<file path="src/rtl/rv32i_types.sv">
// rv32i_types: shared RV32I word type, BTB update entry and BTB index width.
package rv32i_types;
    typedef logic [31:0] rv32i_word;
    typedef struct packed {
        rv32i_word pc;
        rv32i_word target;
    } btb_upd_t;
    localparam int BTB_BIT_ENTRY = 5;
endpackage

</file>
<file path="src/rtl/btb_update_buffer.sv">
// btb_update_buffer: coalescing FIFO of taken-branch updates draining into the BTB write port.
module btb_update_buffer
    import rv32i_types::*;
#(
    parameter int depth     = 4,
    parameter int bit_entry = BTB_BIT_ENTRY
) (
    input  logic                     clk,
    input  logic                     rst,
    input  logic                     ex_valid,
    input  logic                     ex_taken,
    input  logic [31:0]              ex_pc,
    input  logic [31:0]              ex_target,
    input  logic [31:0]              fetch_pc,
    output logic [31:0]              w_pc,
    output logic [31:0]              target_in,
    output logic                     load,
    output logic                     full,
    output logic [$clog2(depth):0]   count
);
    localparam int pw = $clog2(depth);
    localparam int cw = pw + 1;

    btb_upd_t         entries [depth];
    logic [pw-1:0]    head, tail;
    logic [cw-1:0]    cnt;
    logic [depth-1:0] match;
    logic             accept, pop, coalesce, push;

    assign full      = cnt == cw'(depth);
    assign count     = cnt;
    assign w_pc      = entries[head].pc;
    assign target_in = entries[head].target;
    // A full buffer drains even when the head collides with the fetch read index.
    assign pop       = (cnt != '0) && ((entries[head].pc[bit_entry+1:2] != fetch_pc[bit_entry+1:2]) || full);
    assign load      = pop;
    assign accept    = ex_valid && ex_taken;

    // An entry is occupied when its distance from head is below count; the popping head is excluded.
    always_comb begin
        match = '0;
        for (int i = 0; i < depth; i++)
            match[i] = (cw'(pw'(pw'(i) - head)) < cnt) && (entries[i].pc == ex_pc) && !(pop && (pw'(i) == head));
    end

    assign coalesce = accept && (match != '0);
    assign push     = accept && !coalesce && (!full || pop);

    always_ff @(posedge clk) begin
        if (rst) begin
            head <= '0;
            tail <= '0;
            cnt  <= '0;
        end else begin
            if (pop) head <= head + pw'(1);
            if (push) tail <= tail + pw'(1);
            cnt <= cnt + cw'(push) - cw'(pop);
        end
    end

    always_ff @(posedge clk) begin
        for (int i = 0; i < depth; i++)
            if (coalesce && match[i]) entries[i].target <= ex_target;
        if (push) entries[tail] <= '{pc: ex_pc, target: ex_target};
    end
endmodule
</file>
<file path="config.mk">
export PLATFORM = sky130hd
export DESIGN_NAME = btb_update_buffer
export DESIGN_NICKNAME = d
export VERILOG_FILES = /design/src/rtl/rv32i_types.sv /design/src/rtl/btb_update_buffer.sv
export SDC_FILE = /design/constraint.sdc
export NUM_CORES = 1
export LEC_CHECK = 0
export CORE_MARGIN = 2
export CORE_UTILIZATION = 58
export DETAILED_ROUTE_END_ITERATION = 10
export PLACE_DENSITY = 0.85
export REMOVE_ABC_BUFFERS = 1
export SYNTH_ARGS = -nofsm -noshare
export SYNTH_HDL_FRONTEND = slang
export SYNTH_SLANG_ARGS = --single-unit
</file>
<file path="constraint.sdc">
create_clock -name clk -period 8.14 [get_ports clk]
set_input_delay 1.628 -clock clk [delete_from_list [all_inputs] [get_ports clk]]
set_output_delay 1.628 -clock clk [all_outputs]
set_load 0.01 [all_outputs]
</file>
* Word-level counts from Yosys, hierarchy flattened *
Memories as Yosys holds them, arrays and structs flattened. A register that Yosys moved wholly into a read port is not among the register bits.
Cells that the tools add are included.

storage, ports and cells
  flip-flop bits (word level) = 7
  latch bits = 0
  bits in writable memories = 256
  bits in read-only memories = 0
  bits of input ports = 100
  output and inout bits = 69
  memories = 1

cells by class
  $add $sub $neg = 8
  $mul = 0
  div/mod/pow operators = 0
  order comparisons = 4
  equality and inequality tests = 9
  shifts and indexed selects = 0
  multiplexer cells = 15
  bitwise logic cells = 0
  reduce and logical (&&, ||, !) cells = 33

memory list
  name     depth  width  rd ports  clocked after memory_dff  write ports  line                     RTL
  entries  4      64     5         1                         4            btb_update_buffer.sv:24  btb_upd_t entries [depth];

operator list
  operator                                            count
  equality test 32 bit                                4
  2-to-1 mux 64 bit                                   1
  OR reduction 64 bit                                 1
  logical AND 1 bit                                   21
  less-than comparator 2 x 3 -> 1 bit                 4
  2-to-1 mux 1 bit                                    10
  2-to-1 mux 2 bit                                    4
  logical NOT 1 bit                                   6
  inequality test 5 bit                               1
  adder 2 x 1 -> 2 bit, second input constant         2
  equality test 2 bit, first input constant           2
  nonzero test 4 bit                                  1
  subtractor 1 x 2 -> 2 bit, first input constant     2
  subtractor 2 bit, first input constant              2
  adder 3 x 1 -> 3 bit                                1
  equality test 3 bit, second input constant          1
  nonzero test 3 bit                                  1
  subtractor 3 x 1 -> 3 bit                           1
  equality test 1 x 2 -> 1 bit, first input constant  1
  logical NOT 2 bit                                   1
  logical OR 1 bit                                    2

* Logic depth before layout (Yosys ltp) *
Gate-level depths: netlist (run 1).

  depth in word-level cells = 15
  mapped depth = 16
  mapped depth without buffers = 16

* Worst setup path after synthesis (run 1) *
No wires, ideal clock.

  path type = input-to-reg
  start point = input port fetch_pc[2]
  end point = memory entries[1][0] (netlist name) (enable)
  library setup time = 470 ps
  arrival = 5058 ps
  data required time = 7670 ps
  setup slack = 2612 ps
  cell stages on the path = 6
  buffers on the path = 0
  cells stage by stage = xnor2_1 > nand4_2 > o211ai_1 > a221o_1 > or2_1 > o31ai_1

RTL lines
  what         line                     RTL
  from (decl)  btb_update_buffer.sv:14  input logic [31:0] fetch_pc,
  to (decl)    btb_update_buffer.sv:24

==> results.md, run 1 <==
| Step | Metric | This run |
|---|---|---|
| timing | Rel. slew slack | 47.02% |
| setup path | Critical path class | register to primary output |
| finish | # diodes | 0 |
| floorplanning | IO Count | 169 |
| global routing | Global-route congestion overflow total | 0 |
| floorplanning | Core Box Area | 0.01927 sq mm |
| finish | Share of final-layout standard cells stronger than drive strength 1 | 15.85% |
| run status | Run status | finished, final reports clean |
| routing | Final wirelength | 24850 um |
| pwr | Largest vdd supply drop | 0.2442 mV |
| floorplanning | Vertical extent of the die | 143.6 um |
| cts | Post-CTS resize count | 0 |
| routing | Average vias per placed instance | 5.963 |
| cts | Number of clock sinks | 265 |
| finish | Sequential Area | 0.007873 sq mm |
| global routing | Wire length of the first global-routing pass | 37490 um |
| synth | Share of flip-flops with an asynchronous set or reset after synthesis | 0% |
| synth | Number of flops mapped to enable cells by yosys | 256 |
| cts | CTS clock-pin slew for the worst setup and hold paths | 0.06 ns |
| global routing | Global routing usage on met2 | 39.77% |
| routing | DR vias | 6208 |
| setup path | Data required time of the critical path | 6.51 ns |
| cts | Cts hold-fix bufs | 0 |
| floorplanning | Initial Utilization | 58.63% |
| global routing | Global-route met1 utilization | 33.64% |
| cts | Setup fix buffers added after clock tree synthesis | 0 |
| finish | Final #Nets | 867 |
| synth | Mean Syn Cell Area | 19.12 sq um |
| global routing | Pin count of the biggest net entering global routing | 44 |
| cts | CTS HTree Levels | 1 |
| routing | Count of routing violations after the opening detailed-route iteration | 554 |
| global routing | Via count of the first global-routing pass | 6421 |
| finish | Area delta synth->final | 23.81% |
| synth | Flip-flop and latch count after synthesis | 265 |
| routing | Post-detailed-route count of antenna-violating nets | 0 |
| timing | Worst Max-Slew Pin Slew | 0.7939 ns |
| timing | Clock Skews | 0.008662 ns |
| setup path | Reg2reg path depth | 9 |
| cts | Insertion delay of the later-clocked pin in the worst-skew pair | 0.53 ns |
| global routing | Initial antenna violation count | 0 |
| global routing | Met3 track utilization from global routing | 6.131% |
| placement | Last weighted congestion value of the routability-driven placer | 0.8643 |
| setup path | Critical path launch point type | register |
| timing | Final-layout setup total negative slack | 0 ns |
| global routing | Layer carrying the most global-route usage | met2 |
| synth | Post-synthesis instance area | 0.01130 sq mm |
| pwr | Lkg Pwr | 4.496 nW |
| synth | Sequential element share of the synthesized area | 69.63% |
| min path | Worst Hold Depth | 2 |
| pwr | Total power divided by cell area | 281.8 mW/mm^2 |
| synth | Post-synth top flop | edfxtp_1 |
| floorplanning | Row count | 51 |
| synth | Syn Inst Count | 591 |
| routing | Number of design rule violations left after detail routing | 0 |
| cts | Clk root buf | clkbuf_16 |
| synth | Number of unique standard cell types used by synthesis | 34 |
| flow run | Max-cap viol count | 0 |
| routing | Average detailed-routed wire length per instance | 23.87 um |
| setup path | Arr. time, crit path | 4.07 ns |
| floorplanning | Die outline width | 143.6 um |
| placement | Count of input and output buffers | 141 |
| timing | Final period util | 70.00% |
| timing | Final Hold Violating Endpoints | 0 |
| floorplanning | Die area | 0.02061 sq mm |
| pwr | Power Total | 3.942 mW |
| synth | Largest cells by area after synthesis | edfxtp_1, mux4_2, xor2_1 |
| synth | Yosys warns | 0 |
| finish | Area occupied by multi-input gates | 0.003383 sq mm |
| timing | Achievable Freq | 0.1755 GHz |
| setup path | Crit. End Element | primary output |
| timing | RSZ-0062 raised after global routing | false |
| synth | Cell taking the most area after synthesis | edfxtp_1 |
| cts | Number of buffers inserted during clock tree synthesis | 27 |
| routing | DRT Pass-1 Iters | 4 |
| timing | Final count of negative-setup-slack endpoints | 0 |
| cts | CTS Buffer Depth | 3 |
| timing | Pins Over Slew Limit | 0 |
| global routing | GRT Util Overall | 24.59% |
| cts | TritonCTS clock tree | built |
| placement | Detailed Place HPWL | 16420 um |
| timing | Shortest clock period the worst path allows after layout | 5.698 ns |
| min path | Worst hold path type | register to register |
| finish | Final-layout fill cell count | 1161 |
| setup path | Worst-path fanout max | 43 |
| synth | Fraction of post-synthesis cell area in the top cell type by area | 68.04% |
[sequential cells by signal, indices dropped and copies added, names as in the netlist, named ones only]
| signal | count |
|---|---|
| tail | 2 |
| entries | 256 |
| count | 3 |
| head | 2 |
[cells by family (layout without fill, tap and decap cells)]
| kind of cell | Yosys count | in the layout | share of synthesized area (%) |
|---|---|---|---|
| fa+ha+maj | 11 | 11 | 1.285 |
| compound gates | 23 | 23 | 1.395 |
| flops | 265 | 265 | 69.63 |
| mux | 65 | 65 | 12.86 |
| xor+xnor | 136 | 136 | 10.54 |
| buf+inv | 25 | 210 | 0.9193 |
| simple gates | 66 | 66 | 3.367 |
[metal layers]
layer / part of all wire, % / vias to the layer above
met3: 9.3 / 45
met5: 0 / -
met1: 38 / 3170
met2: 50 / 287
li1: - / 2706
met4: 2.6 / 0
[synthesized netlist by cell type, drive strengths merged (2+ instances only)]
cell    number
inv         10
o21ai        3
mux4        64
nor2        10
dfxtp        9
edfxtp     256
nor3         3
o22ai        2
o211ai       8
or3          2
nor2b        2
ha          10
a21oi        6
nor4        28
clkbuf       7
nand2        4
buf          8
nand4       13
xnor2       40
xor2        96
[worst max-delay path, cell delays in order, from the launching register on]
cell and delay, ns:
dfxtp_2 0.74, buf_4 0.62, mux4_2 0.43, xnor2_1 0.32, nand4_2 0.24, o21ai_0 0.42
inv_1 0.16, clkdlybuf4s50_1 0.52
[report_power, final]
| group | total, mW | internal (mW) | leakage (nW) | switching (mW) |
|---|---|---|---|---|
| sequential | 1.64 | 1.54 | 2.40 | 0.0986 |
| combinational | 1.08 | 0.609 | 1.67 | 0.468 |
| clock | 1.23 | 0.731 | 0.425 | 0.495 |
| total | 3.94 | 2.88 | 4.50 | 1.06 |
[layout by cell type (no fill, tap or decap), types with 2 or more instances in the layout]
cell / count
edfxtp_1: 256
clkdlybuf4s50_1: 141
xor2_1: 96
mux4_2: 64
xnor2_1: 40
nor4_1: 28
clkbuf_16: 27
nand4_1: 12
inv_1: 10
ha_1: 10
buf_4: 10
o211ai_1: 8
nor2_1: 8
clkinv_1: 7
dfxtp_1: 7
a21oi_1: 6
clkinv_2: 5
nand2_1: 4
clkbuf_1: 4
bufinv_16: 4
or3_1: 2
o21ai_0: 2
nor2_2: 2
o22ai_4: 2
nor3_2: 2
nor2b_1: 2
clkinvlp_4: 2
[final cells by class]
class	instances	area share, %
flip-flops and latches	265	56.28
inverters	10	0.2683
well taps	265	2.370
repair buffers	151	10.63
clock buffers	31	4.937
clock inverters	18	1.333
multi-input cells	301	24.19
[final timing paths]
check             startpoint        endpoint  slack, ns
hold reg to reg      tail[0]         tail[0]       0.51
hold / removal       tail[0]         tail[0]       0.51
setup reg to reg    register  entries[0][46]       3.35
setup / recovery    register            load       2.44
[through the flow]
stage / hold slack (ns) / cell area, sq um / cells / setup slack (ns) / utilization [%]
after floorplan: 0.4562 / 11230 / 576 / 0.7506 / -
after global placement: 0.4735 / 13110 / 992 / 2.777 / 68.04
after detailed placement: 0.4986 / 13110 / 992 / 2.702 / 68.04
after CTS: 0.5068 / 13990 / 1041 / 2.382 / 72.59
after global routing: 0.5308 / 13990 / 1041 / 2.296 / 72.59
final: 0.5125 / 13990 / 1041 / 2.442 / 72.59
Note: power is estimated with default switching activity, not from simulation.
==> inputs of run 2 (changes only) <==
--- a/config.mk
+++ b/config.mk
@@ -6,9 +6,9 @@
 export NUM_CORES = 1
 export LEC_CHECK = 0
 export CORE_MARGIN = 2
-export CORE_UTILIZATION = 58
+export CORE_UTILIZATION = 49
 export DETAILED_ROUTE_END_ITERATION = 10
-export PLACE_DENSITY = 0.85
+export PLACE_DENSITY = 0.76
 export REMOVE_ABC_BUFFERS = 1
 export SYNTH_ARGS = -nofsm -noshare
 export SYNTH_HDL_FRONTEND = slang
==> constraint.sdc (replaced) <==
create_clock -name clk -period 4.9 [get_ports clk]
set_input_delay 0.98 -clock clk [delete_from_list [all_inputs] [get_ports clk]]
set_output_delay 0.98 -clock clk [all_outputs]
set_load 0.01 [all_outputs]
==> run 2 against run 1 <==
Compared with the run above: critical path depth shrank 1; hold slack gained 0.032 ns; setup slack lost 2.2 ns; combinational power grew 69%; total power grew 63%; largest cell class unchanged; non-clock buffer count grew 13; sequential share of layout area shrank 0.30 points.
==> results.md, run 2 (synthesized netlist as in run 1, its figures left out) <==
| Step | Metric | This run | vs previous |
|---|---|---|---|
| timing | Clock Skews | 0.01647 ns | +0.007808 ns |
| setup path | R2r setup slk | 0.72 ns | -2.63 ns |
| finish | # diodes | 0 | unchanged |
| floorplanning | Die outline width | 155.9 um | +8.6% |
| global routing | Layer carrying the most global-route usage | met2 |  |
| cts | Post-CTS resize count | 0 | unchanged |
| cts | Setup fix buffers added after clock tree synthesis | 0 | unchanged |
| routing | Count of routing violations after the opening detailed-route iteration | 452 | -18% |
| finish | Commonest non-fill, non-tap cells in the layout | edfxtp_1, clkdlybuf4s50_1, xor2_1 |  |
| cts | CTS HTree Levels | 1 | unchanged |
| global routing | Global-route congestion overflow total | 0 | unchanged |
| timing | Final-layout setup total negative slack | 0 ns | unchanged |
| finish | Non-Filler Cell Area, Final | 0.01406 sq mm | +0.54% |
| global routing | Global-route met1 utilization | 28.04% | -5.6 points |
| pwr | Lkg Pwr | 4.549 nW | +1.2% |
| global routing | Via count of the first global-routing pass | 6431 | +0.16% |
| floorplanning | Row count | 55 | +7.8% |
| min path | Worst hold path type | register to register |  |
| routing | DR vias | 6146 | -1.0% |
| timing | Shortest clock period the worst path allows after layout | 4.653 ns |  |
| run status | Run status | finished, final reports clean |  |
| pwr | Largest vdd supply drop | 0.3622 mV | +48% |
| global routing | Wire length of the first global-routing pass | 38250 um | +2.0% |
| global routing | Global routing usage on met2 | 34.60% | -5.2 points |
| timing | Smallest hold slack | 0.5447 ns | +0.03215 ns |
| routing | Final wirelength | 25270 um | +1.7% |
| placement | Instance area after placement | 0.01325 sq mm | +1.0% |
| pwr | Power Total | 6.419 mW | +63% |
| cts | TritonCTS clock tree | built |  |
| global routing | Initial antenna violation count | 1 | +1 |
| timing | Rel. slew slack | 35.93% | -11 points |
| cts | Clk root buf | clkbuf_16 |  |
| finish | Flip-flop count of the largest register after layout | 256 | unchanged |
| global routing | Met3 track utilization from global routing | 5.583% | -0.55 points |
| setup path | Arr. time, crit path | 3.67 ns | -0.40 ns |
| routing | Post-detailed-route count of antenna-violating nets | 0 | unchanged |
| timing | Final Hold Violating Endpoints | 0 | unchanged |
| setup path | Critical path launch point type | register |  |
| floorplanning | Vertical extent of the die | 155.9 um | +8.6% |
| placement | Count of input and output buffers | 141 | unchanged |
| setup path | Worst-path fanout max | 24 | -44% |
| cts | CTS clock-pin slew for the worst setup and hold paths | 0.06 ns | about the same |
| cts | Number of clock sinks | 265 | unchanged |
| timing | Final count of negative-setup-slack endpoints | 0 | unchanged |
| floorplanning | Core Box Area | 0.02264 sq mm | +17% |
| finish | Most common cell after layout, fill and taps aside | edfxtp_1 |  |
| placement | Detailed Place HPWL | 17140 um | +4.4% |
| cts | CTS Buffer Depth | 3 | unchanged |
| timing | Achievable Freq | 0.2149 GHz |  |
| cts | Number of buffers inserted during clock tree synthesis | 28 | +3.7% |
| routing | DRT Pass-1 Iters | 5 | +1 |
| flow run | Max-cap viol count | 0 | unchanged |
| routing | Average vias per placed instance | 5.723 | -4.0% |
| setup path | Data required time of the critical path | 3.92 ns | -2.59 ns |
| finish | Area delta synth->final | 24.47% |  |
| timing | RSZ-0062 raised after global routing | false |  |
| floorplanning | Initial Utilization | 49.90% | -8.7 points |
| finish | Reg with most FFs | entries |  |
| timing | Final period util | 94.95% |  |
| floorplanning | Die area | 0.02429 sq mm | +18% |
| global routing | Pin count of the biggest net entering global routing | 39 | -11% |
| cts | Insertion delay of the later-clocked pin in the worst-skew pair | 0.54 ns | about the same |
| setup path | Crit. End Element | primary output |  |
| pwr | Total power divided by cell area | 456.5 mW/mm^2 | +62% |
| global routing | GRT Util Overall | 20.98% | -3.6 points |
| routing | Number of design rule violations left after detail routing | 0 | unchanged |
| setup path | Critical path class | register to primary output |  |
| timing | Worst Max-Slew Pin Slew | 0.9558 ns | +0.1619 ns |
| cts | Cts hold-fix bufs | 0 | unchanged |
| placement | Last weighted congestion value of the routability-driven placer | 0.8722 | +0.91% |
| timing | Pins Over Slew Limit | 0 | unchanged |
| finish | Final #Nets | 881 | +1.6% |
| finish | Share of final-layout standard cells stronger than drive strength 1 | 17.36% | +1.5 points |
| floorplanning | IO Count | 169 | unchanged |
| routing | Average detailed-routed wire length per instance | 23.53 um | -1.4% |
-- run 2: path summary, 6_finish.rpt --
path	endpoint	cells after the start	start
hold / removal	tail[0]	2	tail[0]
setup reg to reg	entries[2][45]	8	register
hold reg to reg	tail[0]	2	tail[0]
setup / recovery	load	6	register
-- run 2: area by class of cell --
cell class                      count  area [sq um]
Clock buffer                       35         748.2
Clock inverter                     14         68.82
Fill cell                        1615          8577
Inverter                           10         37.54
Multi-Input combinational cell    301          3383
Sequential cell                   265          7873
Tap cell                          285         356.6
Timing Repair Buffer              164          1597
-- run 2: power breakdown --
group | internal (mW) | switching (mW)
registers | 2.56 | 0.137
logic | 1.02 | 0.808
clock network | 1.07 | 0.818
-- run 2: routing by layer --
layer | wire, um | share of wire (%) | vias up
met3 | 2224 | 8.8 | 47
met2 | 12410 | 49 | 254
met1 | 10030 | 40 | 3116
met5 | 13 | 0.051 | -
met4 | 597 | 2.4 | 2
li1 | - | - | 2727
-- run 2: worst max-delay path: stages (launching register included) --
cell and delay [ns]:
dfxtp_4 0.68, mux4_2 0.60, xnor2_1 0.44, nand4_2 0.36
o21ai_0 0.39, inv_1 0.15, clkdlybuf4s50_1 0.50
-- run 2: through the flow --
stage / instances / utilization [%] / worst slack [ns]
after floorplan: 576 / - / -2.489
after global placement: 1025 / 58.51 / 0.2768
after detailed placement: 1025 / 58.51 / 0.1107
after CTS: 1074 / 62.12 / 0.1982
after global routing: 1074 / 62.12 / 0.03151
final: 1074 / 62.12 / 0.2474
==> RTL edit, RTL diff (config.mk and constraints of run 2) <==
Reset style: asynchronous (`rst`), changed in one clocked block.
--- a/src/rtl/btb_update_buffer.sv
+++ b/src/rtl/btb_update_buffer.sv
@@ -48,3 +48,3 @@
 
-    always_ff @(posedge clk) begin
+    always_ff @(posedge clk or posedge rst) begin
         if (rst) begin
Formal check against the unedited RTL: differs if rst is asserted again (counterexample within 4 cycles, from zero or initial values and one cycle with rst high); with rst held inactive, the same outputs for 4 cycles.
==> RTL edit against run 2 <==
Setup slack better by 470 ps; power is 17% higher; cell area increased by 0.22%; wire length down 0.61%; synthesized area down 0.38%; sequential cell count shrank 2; register-to-register slack better by 240 ps; sequential share of layout area fell by 0.16 points; fmax is 11% higher; hold slack gained 170 ps; non-clock buffer count decreased by 4; first-iteration DRC count decreased by 15%; synthesized cell count is 2.7% lower.
==> RTL edit: results (changes against run 2) <==
* Cell variety after synth at 31 (-8.8%)
* Post-DP HPWL at 17100 µm (-0.47%)
* Sw Share at 28.9% (+1.5 points)
* Top post-synthesis cells by area: edfxtp_1 (68%), mux4_2 (12%), xor2_1 (8.7%)
* Flop2flop setup slack at 960 ps (+240 ps)
* RR Endpoint: count[2]
* Mux cell area share after synthesis at 12.9% (+0.049 points)
* P_leak at 4.65 nW (+2.3%)
* Commonest cells in the netlist: edfxtp_1 (256), xor2_1 (112), mux4_2 (61), nor4_1 (30), xnor2_1 (25)
* Crit path from: head[0]
* Status: completed
* Setup WS pre-CTS at 470 ps (+359 ps)
* Synth Area in Compound Gates at 1.28% (-0.12 points)
* Clk pin slew, worst setup/hold paths at 60 ps (about the same)
* Vias in the first global route at 6283 (-2.3%)
* Clk_skew at 12.1 ps (-4.39 ps)
* Slew headroom at 60.4% (+24 points)
* CP top delay family: multiplexers
* Slowest stage cell, crit path: mux4_1
* Mapped Avg Cell Area at 19.6 µm² (+2.4%)
* Arr. time, crit path at 3200 ps (-470 ps)
* Via count at 6022 (-2.0%)
* Filler cells at 1608 (-0.43%)
* Async SR Flop Fraction at 2.66% (+2.7 points)
* Routed vias/inst at 5.71 (-0.25%)
* Total Routing Usage GR at 21.1% (+0.11 points)
* Routed WL per cell at 23.8 µm (+1.2%)
* Critical path peak fanout at 15 (-38%)
* Synth Area in XOR/XNOR at 10.8% (+0.26 points)
* Placed Cells at 1006 (-1.9%)
* Largest net degree at the start of global routing at 36 (-7.7%)
* DRT Pass-1 Iters at 5 (unchanged)
* Initial DRC Count at 383 (-15%)
* Antenna violations before repair at 0 (-1)
* Fmax at 239 MHz (+11%)
* Synth Area in Adders at 1.29% (+0.0049 points)
* Setup bufs post-CTS at 0 (unchanged)
* Routability Congestion at 0.827 (-5.2%)
* FF-to-FF path depth at 12 (+4)
* Min-Delay Path Class: in -> async
* First-pass GRT wire length at 38500 µm (+0.58%)
* Sequential fraction of the synthesis area at 69.9% (+0.22 points)
* Share of layout cells above drive strength 1 at 17.3% (-0.091 points)
* Max IR drop VDD at 0.000391 V (+7.9%)
* Nets at 862 (-2.2%)
==> RTL edit: cell count changes in the layout (fill, tap and decap cells not counted), sizes merged, moves of 3 or more <==
cell	run 2	this run
buf	23	19
bufinv	0	4
clkinv	14	9
dfrtp	0	7
dfxtp	9	0
nand2	4	7
nor2	10	3
xnor2	40	26
xor2	96	112
==> RTL edit: stage by stage <==
step	hold WS (ps)	area, µm²	setup TNS, ps
after CTS	696	14100	0
final	712	14100	0
after global placement	683	13200	0
after detailed placement	695	13200	0
after floorplan	521	11200	-514900
after global routing	731	14100	0
==> RTL edit: how the worst min path moves through the flow <==
| stage | end | cells after the start |
|---|---|---|
| 2_1_floorplan | tail[1] | 1 |
| 3_3_place_gp | tail[1] | 1 |
| 3_5_place_dp | tail[1] | 1 |
| 4_1_cts | count[0] | 2 |
| 5_1_grt | count[0] | 2 |
| 6_report | count[0] | 2 |
==> RTL edit: layout make-up <==
class	count	area [µm²]	area share (%)
Clock buffer	34	723	5.13
Inverter	9	33.8	0.240
Sequential cell	263	7870	55.8
Tap cell	285	357	2.53
Timing Repair Buffer	160	1550	11.0
Multi-Input combinational cell	289	3370	23.9
Clock inverter	15	185	1.31
==> RTL edit: power by group through the flow <==
stage / Combinational [mW] / Sequential [mW] / Clock, mW
floorplan: 1.21 / 3.08 / 0
global placement: 2.45 / 2.97 / 0
detailed placement: 2.49 / 2.99 / 0
CTS: 2.51 / 2.95 / 2.11
global route: 2.64 / 2.97 / 2.21
finish: 2.47 / 2.94 / 2.07
==> RTL edit: layer usage <==
| metal | GRT usage, % | up-vias | wire, µm |
|---|---|---|---|
| met5 | 0 | - | 0 |
| met4 | 5.37 | 0 | 574 |
| met3 | 5.50 | 41 | 2190 |
| met2 | 34.4 | 257 | 12300 |
| met1 | 28.8 | 3050 | 10000 |
| li1 | - | 2674 | - |
